<file path="config.mk">
export PLATFORM = sky130hd
export DESIGN_NAME = cam_line_capture
export DESIGN_NICKNAME = d
export VERILOG_FILES = /design/src/rtl/cam_line_capture_pkg.sv /design/src/rtl/cam_line_capture_line_bank.sv /design/src/rtl/cam_line_capture.sv
export SDC_FILE = /design/constraint.sdc
export NUM_CORES = 2
export LEC_CHECK = 0
export CAP_MARGIN = 10
export CORE_MARGIN = 8
export CORE_UTILIZATION = 44
export CTS_CLUSTER_SIZE = 20
export DETAILED_ROUTE_END_ITERATION = 16
export HOLD_SLACK_MARGIN = 0.02
export PLACE_DENSITY = 0.72
export REMOVE_ABC_BUFFERS = 1
export SLEW_MARGIN = 25
export SYNTH_ARGS = -nofsm -noshare
export SYNTH_HDL_FRONTEND = slang
export SYNTH_SLANG_ARGS = --single-unit
</file>
<file path="constraint.sdc">
create_clock -name clock -period 2.37 [get_ports clock]
set_input_delay 0.237 -clock clock [delete_from_list [all_inputs] [get_ports clock]]
set_output_delay 0.237 -clock clock [all_outputs]
set_load 0.05 [all_outputs]
</file>
<file path="src/rtl/cam_line_capture_pkg.sv">
// cam_line_capture_pkg: line-buffer constants shared with pupil_detect, plus the capture FSM state encoding
package cam_line_capture_pkg;
  localparam int RESOLUTION  = 112;
  localparam int PIXEL_WIDTH = 8;
  localparam int ADDR_WIDTH  = 7;
  typedef enum logic [1:0] {IDLE, CAPTURE, DROP} state_t;
endpackage

</file>
<file path="src/rtl/cam_line_capture_line_bank.sv">
// line_bank: RESOLUTION x PIXEL_WIDTH line memory; ports clock, reset, we/waddr/wdata write, raddr/rdata registered read (out-of-range reads 0)
module line_bank
  import cam_line_capture_pkg::*;
(
  input  logic                   clock,
  input  logic                   reset,
  input  logic                   we,
  input  logic [ADDR_WIDTH-1:0]  waddr,
  input  logic [PIXEL_WIDTH-1:0] wdata,
  input  logic [ADDR_WIDTH-1:0]  raddr,
  output logic [PIXEL_WIDTH-1:0] rdata
);
  logic [PIXEL_WIDTH-1:0] mem [RESOLUTION];
  always_ff @(posedge clock)
    if (we) mem[waddr] <= wdata;
  always_ff @(posedge clock)
    rdata <= reset ? '0 : (raddr < ADDR_WIDTH'(RESOLUTION) ? mem[raddr] : '0);
endmodule

</file>
<file path="src/rtl/cam_line_capture.sv">
// cam_line_capture: ping-pong line capture; ports clock/reset, camera start/pixel stream in, rd_addr->rd_data, line_ready/line_number/line_ack handshake, frame_done, sticky overflow
module cam_line_capture
  import cam_line_capture_pkg::*;
(
  input  logic                   clock,
  input  logic                   reset,
  input  logic                   cam_frame_capture_start,
  input  logic                   pixel_valid,
  input  logic [PIXEL_WIDTH-1:0] pixel_data,
  input  logic [ADDR_WIDTH-1:0]  rd_addr,
  output logic [PIXEL_WIDTH-1:0] rd_data,
  output logic                   line_ready,
  output logic [7:0]             line_number,
  input  logic                   line_ack,
  output logic                   frame_done,
  output logic                   overflow
);
  state_t state, state_n;
  logic [ADDR_WIDTH-1:0] pix_cnt, pix_cnt_n;
  logic [7:0] wr_line, wr_line_n;
  logic [1:0][7:0] tag, tag_n;
  logic [1:0] full, full_n;
  logic wr_bank, wr_bank_n, pres, pres_n, rd_sel, overflow_n, frame_done_n, we, eol, ack;
  logic [PIXEL_WIDTH-1:0] rdata [2];
  assign line_ready  = full[pres];
  assign line_number = tag[pres];
  assign rd_data     = rdata[rd_sel];
  assign ack         = line_ready && line_ack;
  assign we          = pixel_valid && (cam_frame_capture_start || state == CAPTURE);
  assign eol         = pixel_valid && state != IDLE && pix_cnt == ADDR_WIDTH'(RESOLUTION - 1);
  for (genvar i = 0; i < 2; i++) begin : g_bank
    line_bank u_bank (
      .clock (clock),
      .reset (reset),
      .we    (we && (cam_frame_capture_start ? 1'b0 : wr_bank) == 1'(i)),
      .waddr (cam_frame_capture_start ? '0 : pix_cnt),
      .wdata (pixel_data),
      .raddr (rd_addr),
      .rdata (rdata[i])
    );
  end
  // pres always points at the oldest full bank, or at the bank that will fill next when none is full
  always_comb begin
    state_n      = state;
    pix_cnt_n    = pix_cnt;
    wr_line_n    = wr_line;
    tag_n        = tag;
    full_n       = full;
    wr_bank_n    = wr_bank;
    pres_n       = pres;
    overflow_n   = overflow;
    frame_done_n = 1'b0;
    if (ack) begin
      full_n[pres] = 1'b0;
      pres_n       = ~pres;
    end
    if (cam_frame_capture_start) begin
      state_n    = CAPTURE;
      pix_cnt_n  = ADDR_WIDTH'(pixel_valid);
      wr_line_n  = '0;
      full_n     = '0;
      wr_bank_n  = 1'b0;
      pres_n     = 1'b0;
      overflow_n = 1'b0;
    end else if (state != IDLE && pixel_valid) begin
      pix_cnt_n = eol ? '0 : pix_cnt + 1'b1;
      if (eol) begin
        wr_line_n = wr_line + 1'b1;
        if (state == CAPTURE) begin
          full_n[wr_bank] = 1'b1;
          tag_n[wr_bank]  = wr_line;
        end else overflow_n = 1'b1;
        // a bank acked in this same cycle already counts as empty here, so nothing is dropped
        if (wr_line == 8'(RESOLUTION - 1)) begin
          state_n      = IDLE;
          frame_done_n = 1'b1;
        end else if (&full_n) state_n = DROP;
        else begin
          state_n   = CAPTURE;
          wr_bank_n = full_n[pres_n] ? ~pres_n : pres_n;
        end
      end
    end
  end
  always_ff @(posedge clock)
    if (reset) begin
      state      <= IDLE;
      pix_cnt    <= '0;
      wr_line    <= '0;
      tag        <= '0;
      full       <= '0;
      wr_bank    <= 1'b0;
      pres       <= 1'b0;
      rd_sel     <= 1'b0;
      overflow   <= 1'b0;
      frame_done <= 1'b0;
    end else begin
      state      <= state_n;
      pix_cnt    <= pix_cnt_n;
      wr_line    <= wr_line_n;
      tag        <= tag_n;
      full       <= full_n;
      wr_bank    <= wr_bank_n;
      pres       <= pres_n;
      rd_sel     <= pres;
      overflow   <= overflow_n;
      frame_done <= frame_done_n;
    end
endmodule

</file>
# Yosys cells after proc, flatten, opt, wreduce, memory -nomap -nowiden

Memory sizes are Yosys's and may differ from the RTL's. A register that Yosys moved wholly into a read port is not among the register bits.
Index checks and enable logic that the tools add are counted.

Bits in registers: 40
RAM bits: 1,792
Output and inout port bits: 19
Memories kept: 2

Memories:

| memory               | words | bits a word | rd ports | clocked after memory_dff | wr ports | line                             | source |
|---|---|---|---|---|---|---|---|
| g_bank[0].u_bank.mem | 112   | 8           | 1        | 1                        | 1        | cam_line_capture_line_bank.sv:13 | `logic [PIXEL_WIDTH-1:0] mem [RESOLUTION];` |
| g_bank[1].u_bank.mem | 112   | 8           | 1        | 1                        | 1        | cam_line_capture_line_bank.sv:13 |  |

Add/subtract/negate cells: 2
Order comparisons: 7
Equality and inequality tests: 3
Muxes and demuxes: 40
Bitwise operators: 14
Reductions and logical operators: 21

Operators with widths:

| cell                  | count |
|---|---|
| $mux W8               | 6 |
| $mux W1               | 19 |
| $mux W2               | 9 |
| $bwmux W16            | 1 |
| $mux W7               | 2 |
| $not A1 Y1            | 10 |
| $add A8 B1 Y8 const B | 1 |
| $demux W8 S1          | 1 |
| $eq A8 B7 Y1 const B  | 1 |
| $logic_and A1 B1 Y1   | 8 |
| $reduce_and A4 Y1     | 2 |
| $add A7 B1 Y7 const B | 1 |
| $eq A7 B7 Y1 const B  | 1 |
| $lt A7 B7 Y1 const B  | 1 |
| $lt A1 B2 Y1 const B  | 3 |
| $reduce_and A2 Y1     | 3 |
| $reduce_bool A2 Y1    | 3 |
| $reduce_or A2 Y1      | 2 |
| $reduce_or A4 Y1      | 1 |
| $reduce_and A3 Y1     | 1 |
| $and A2 B2 Y2         | 1 |
| $demux W1 S1          | 2 |
| $eq A2 B1 Y1 const B  | 1 |
| $ge A1 B1 Y1 const B  | 2 |
| other kinds (5)       | 5 |

# Depth between registers and ports, before layout

Depth after elaboration: 18
Gate-level depth with buffers: 12
Depth with buffers taken out: 7

# Cells and area by module

Synthesis repeated with hierarchy kept, for this count alone.

Cell total of the unflattened synthesis: 3,551
Area, all modules: 72,498.3 µm²

By module, submodules not included:

| module           | times used | cells each | area an instance (µm²) | sequential area each (µm²) |
|---|---|---|---|---|
| line_bank        | 2          | 1,672      | 35,277.6               | 27,066.0 |
| cam_line_capture | 1          | 207        | 1,943.1                | 800.8 |

# Worst setup path before layout

No wires, ideal clock.

Path kind: input -> register
From: input rd_addr[0]
To: register g_bank[0].u_bank.rdata[5], read port of g_bank[0].u_bank.mem
Arrival time: 2,088 ps
Required time: 2,234 ps
Slack: 146 ps
Cell stages on the path: 6
Cell sequence: clkbuf_4 buf_2 mux4_2 mux4_2 a221oi_1 a22oi_1

Longest elaborated chain between the ends: 3

RTL lines:

| item                       | line                             | source |
|---|---|---|
| start: declaration         | cam_line_capture.sv:10           | `input logic [ADDR_WIDTH-1:0] rd_addr,` |
| $lt A7 B7 Y1               | cam_line_capture_line_bank.sv:17 | `rdata <= reset ? '0 : (raddr < ADDR_WIDTH'(RESOLUTION) ? mem[raddr] : '0);` |
| $not A1 Y1 (no line)       | --                               |  |
| $reduce_or A2 Y1 (no line) | --                               |  |
| end: declaration           | cam_line_capture_line_bank.sv:11 | `output logic [PIXEL_WIDTH-1:0] rdata` |

Several ways; a longest one is shown, not always the timed one.
A chain may end at the register's enable or synchronous reset.

==> impl_metrics.tcl <==
set metrics [dict create \
    h-tree-depth 4 \
    min_period_over_period_pct 101 \
    clk-insertion-delay-late_ns 0.81 \
    flow.area_growth_from_synthesis_pct 18.8 \
    cts.root.buffer_cell "sky130_fd_sc_hd__clkbuf_16" \
    setup_tns_ns -0.0154 \
    postRouteAntennaNets 0 \
    drc 0 \
    global_route.overflow_total 0 \
    synth.top_cells.by_count "sky130_fd_sc_hd__edfxtp_1 (1792), sky130_fd_sc_hd__mux4_2 (441), sky130_fd_sc_hd__nor2_1 (288)" \
    dr_total_vias 37700 \
    placementRows 148 \
    portBuffers 38 \
    total_power_uw 66600 \
    final_replace_weighted_congestion 0.889 \
    ys_warns 0 \
    clk_pin_slew_worst_paths_ns 0.06 \
    die_w_um 420 \
    ioPinCount 39 \
    nNetsFinal 4137 \
    die_h_um 420 \
    dominantRegCellSynth "sky130_fd_sc_hd__edfxtp_1" \
    detail_route.iter0.violations 4565 \
    setup-violations-final 1 \
    final_layout_size_suffix_gt1_share_pct 33.2 \
    syn-cell-area_um2 71800 \
    synth.yosys.seq_area_share_pct 76.5 \
    number_of_buffers_added_by_the_clock_tree_synthesis_step 173 \
    min_path_cells 3 \
    setup_ws_ns -0.0154 \
    worst-endpoint-required_ns 3.06 \
    synth_edf_count 1792 \
    worst_path_largest_cell_delay_ns 0.57 \
    clk_path_buf_depth 3 \
    count_of_mapped_cells_out_of_synthesis 3451 \
    avgRoutedWirePerCell_um 28.3 \
    yosysTopAreaCell "sky130_fd_sc_hd__edfxtp_1" \
    synth_top_area_share_pct 74.9 \
    numClockSinks 1848 \
    setup.worst_path.start_class "flip-flop" \
    finalWirelength_mm 182 \
    detailedPlace.worstSlack_ns -0.669 \
    post_synth.cell_area_avg_um2 20.8 \
    r2r.worst_path.cells 6 \
    antenna_found_initial 7 \
    report.final.hold_viol_count 0 \
    synthDistinctLibCells 60 \
    crit_path_capture_type "flip-flop" \
    run_status "complete, but fails checks" \
    pwrdens_nw_per_um2 781 \
    design_area_um2 85300 \
    route.detailed.vias_per_inst 5.86 \
    timing_max_transition_violations_final 0 \
    failed_checks "negative setup slack" \
    crit_path_cell_trace "mux4_2, mux2i_1, nor2_1, o31ai_1, o2111ai_1, o2111a_1" \
    synth_most_common_cell "sky130_fd_sc_hd__edfxtp_1" \
    asyncSetResetFlopFracSynth_pct 0 \
    grt_pass1_wl_mm 265 \
    hold_path.class "input pin to flip-flop" \
    maxCapViolCount 0 \
    floorplan.initialDensity_pct 44.2 \
    worstMarginPinSlew_ns 1.05 \
    max_slew_headroom_at_the_worst_pin_pct 28.2 \
    power.static_leakage_uw 0.0279 \
    finClkSkew_ns 0.0206 \
    first_pass_iters 5 \
    cts_tree "built" \
    slowest_stage "sky130_fd_sc_hd__o31ai_1" \
    grt_max_degree 129 \
    largest_cells_by_area_after_synthesis "sky130_fd_sc_hd__edfxtp_1 (75%), sky130_fd_sc_hd__mux4_2 (14%), sky130_fd_sc_hd__mux2i_1 (2.0%)" \
    synth_seq_cells 1848 \
    timing.fmax_mhz 419 \
    place_area_um2 79600 \
    rsz0062_at_grt "false" \
    first_global_vias 38300 \
    worst-path-max-fanout 1 \
    fin_crit_ns 2.39 \
    post-cts-setup-buffer-count 0 \
    placeableCoreArea_um2 162000 \
    detailed_place_hpwl_mm 117 \
    die_area_um2 176000 \
    worstSetupPathType "flip-flop to flip-flop" \
    vdd_ir_drop_max_mv 0.788 \
    worstPathArrival_ns 3.07 \
    final.hold.worst_slack_ns 0.265 \
    grt_usage_pct 20.4 \
]
-- per-stage QoR --
stage | instances | util, %
6_report | 6433 | 52.5
5_1_grt | 6432 | 52.5
4_1_cts | 6431 | 52.5
3_5_place_dp | 6106 | 49.0
3_3_place_gp | 6106 | 49.0
2_1_floorplan | 3246 | -
-- logic make-up after synthesis --
group,synth area share [%]
muxes,16.3
xor gates and xnor gates,0.122
adders and majority gates,0.0348
DFF,76.5
and+or+nand+nor,3.22
buffers and inverters,1.47
AOI/OAI and AO/OA,2.35
-- placed cells by master (no fill, tap or decap), types with 18 or more instances in the layout --
| cell type | netlist | layout |
|---|---|---|
| sky130_fd_sc_hd__a211oi_1 | 25 | 25 |
| sky130_fd_sc_hd__a21oi_1 | 31 | 30 |
| sky130_fd_sc_hd__a22oi_1 | 35 | 35 |
| sky130_fd_sc_hd__buf_12 | 0 | 74 |
| sky130_fd_sc_hd__buf_4 | 31 | 583 |
| sky130_fd_sc_hd__clkbuf_1 | 101 | 29 |
| sky130_fd_sc_hd__clkbuf_16 | 0 | 175 |
| sky130_fd_sc_hd__clkinv_1 | 0 | 36 |
| sky130_fd_sc_hd__clkinv_2 | 0 | 35 |
| sky130_fd_sc_hd__dfxtp_1 | 56 | 54 |
| sky130_fd_sc_hd__edfxtp_1 | 1792 | 1792 |
| sky130_fd_sc_hd__mux2_2 | 29 | 29 |
| sky130_fd_sc_hd__mux2i_1 | 144 | 144 |
| sky130_fd_sc_hd__mux4_2 | 441 | 441 |
| sky130_fd_sc_hd__nand2_1 | 106 | 106 |
| sky130_fd_sc_hd__nand3_1 | 32 | 32 |
| sky130_fd_sc_hd__nor2_1 | 288 | 287 |
| sky130_fd_sc_hd__nor2b_1 | 34 | 32 |
| sky130_fd_sc_hd__nor3_1 | 21 | 20 |
| sky130_fd_sc_hd__o211ai_1 | 18 | 18 |
| sky130_fd_sc_hd__o21ai_0 | 23 | 22 |
-- cell type report --
cell class                      instances  area [um2]
Inverter                                6        22.5
Sequential cell                      1848       54900
Timing Repair Buffer                  694        6230
Clock buffer                          213        4610
Fill cell                           12300       77100
Tap cell                             2175        2720
Clock inverter                        103         908
Multi-Input combinational cell       1392       15900
Antenna cell                            2        5.00
-- final timing paths --
check                                                  to  slack (ns)                         from
worst max register to register  g_bank[0].u_bank.rdata[3]       -0.02  g_bank[0].u_bank.mem[27][3]
worst min-delay path                                 pres        0.27                     line_ack
worst min register to register                    tag[14]        0.45                      tag[14]
worst max-delay path            g_bank[0].u_bank.rdata[3]       -0.02  g_bank[0].u_bank.mem[27][3]
-- worst max-delay path: cells and delay by family, from the launching register on --
family | cells | cell delay [ns]
multiplexers | 2 | 0.66
AND/OR/NAND/NOR | 1 | 0.08
flip-flops | 1 | 0.35
AO/OA/AOI/OAI | 3 | 1.18
-- timing repair --
item | in CTS | in global routing
gates cloned | 0 | 0
hold buffers | 9 | 0
endpoints found under the setup margin | 20 | 15
hold endpoints to repair | 525 | 0
pin swaps | 1 | 2
resized for setup | 20 | 4
-- where the power goes --
group | switching, uW | leakage, uW | internal (uW)
logic | 2100 | 0.00868 | 1500
registers | 34.7 | 0.0166 | 35800
clock network | 12000 | 0.00271 | 15200
total | 14100 | 0.0279 | 52500
-- routing by layer --
metal,wire (um),part of all wire (%),global-route usage (%),vias up
li1,-,-,-,15600
met5,13,0.0072,0,-
met3,16400,9.0,3.53,360
met4,7950,4.4,8.33,2
met1,69000,38,27.4,19700
met2,88400,49,33.4,2009
-- sequential cells by signal, summed over array words and instances (netlist names), 2 cells and up --
name and cells:
g_bank.u_bank.rdata 16, g_bank.u_bank.mem 1792, pix_cnt 7, full 2, state 2, wr_line 8
tag 16
(Power assumes the default switching activity.)
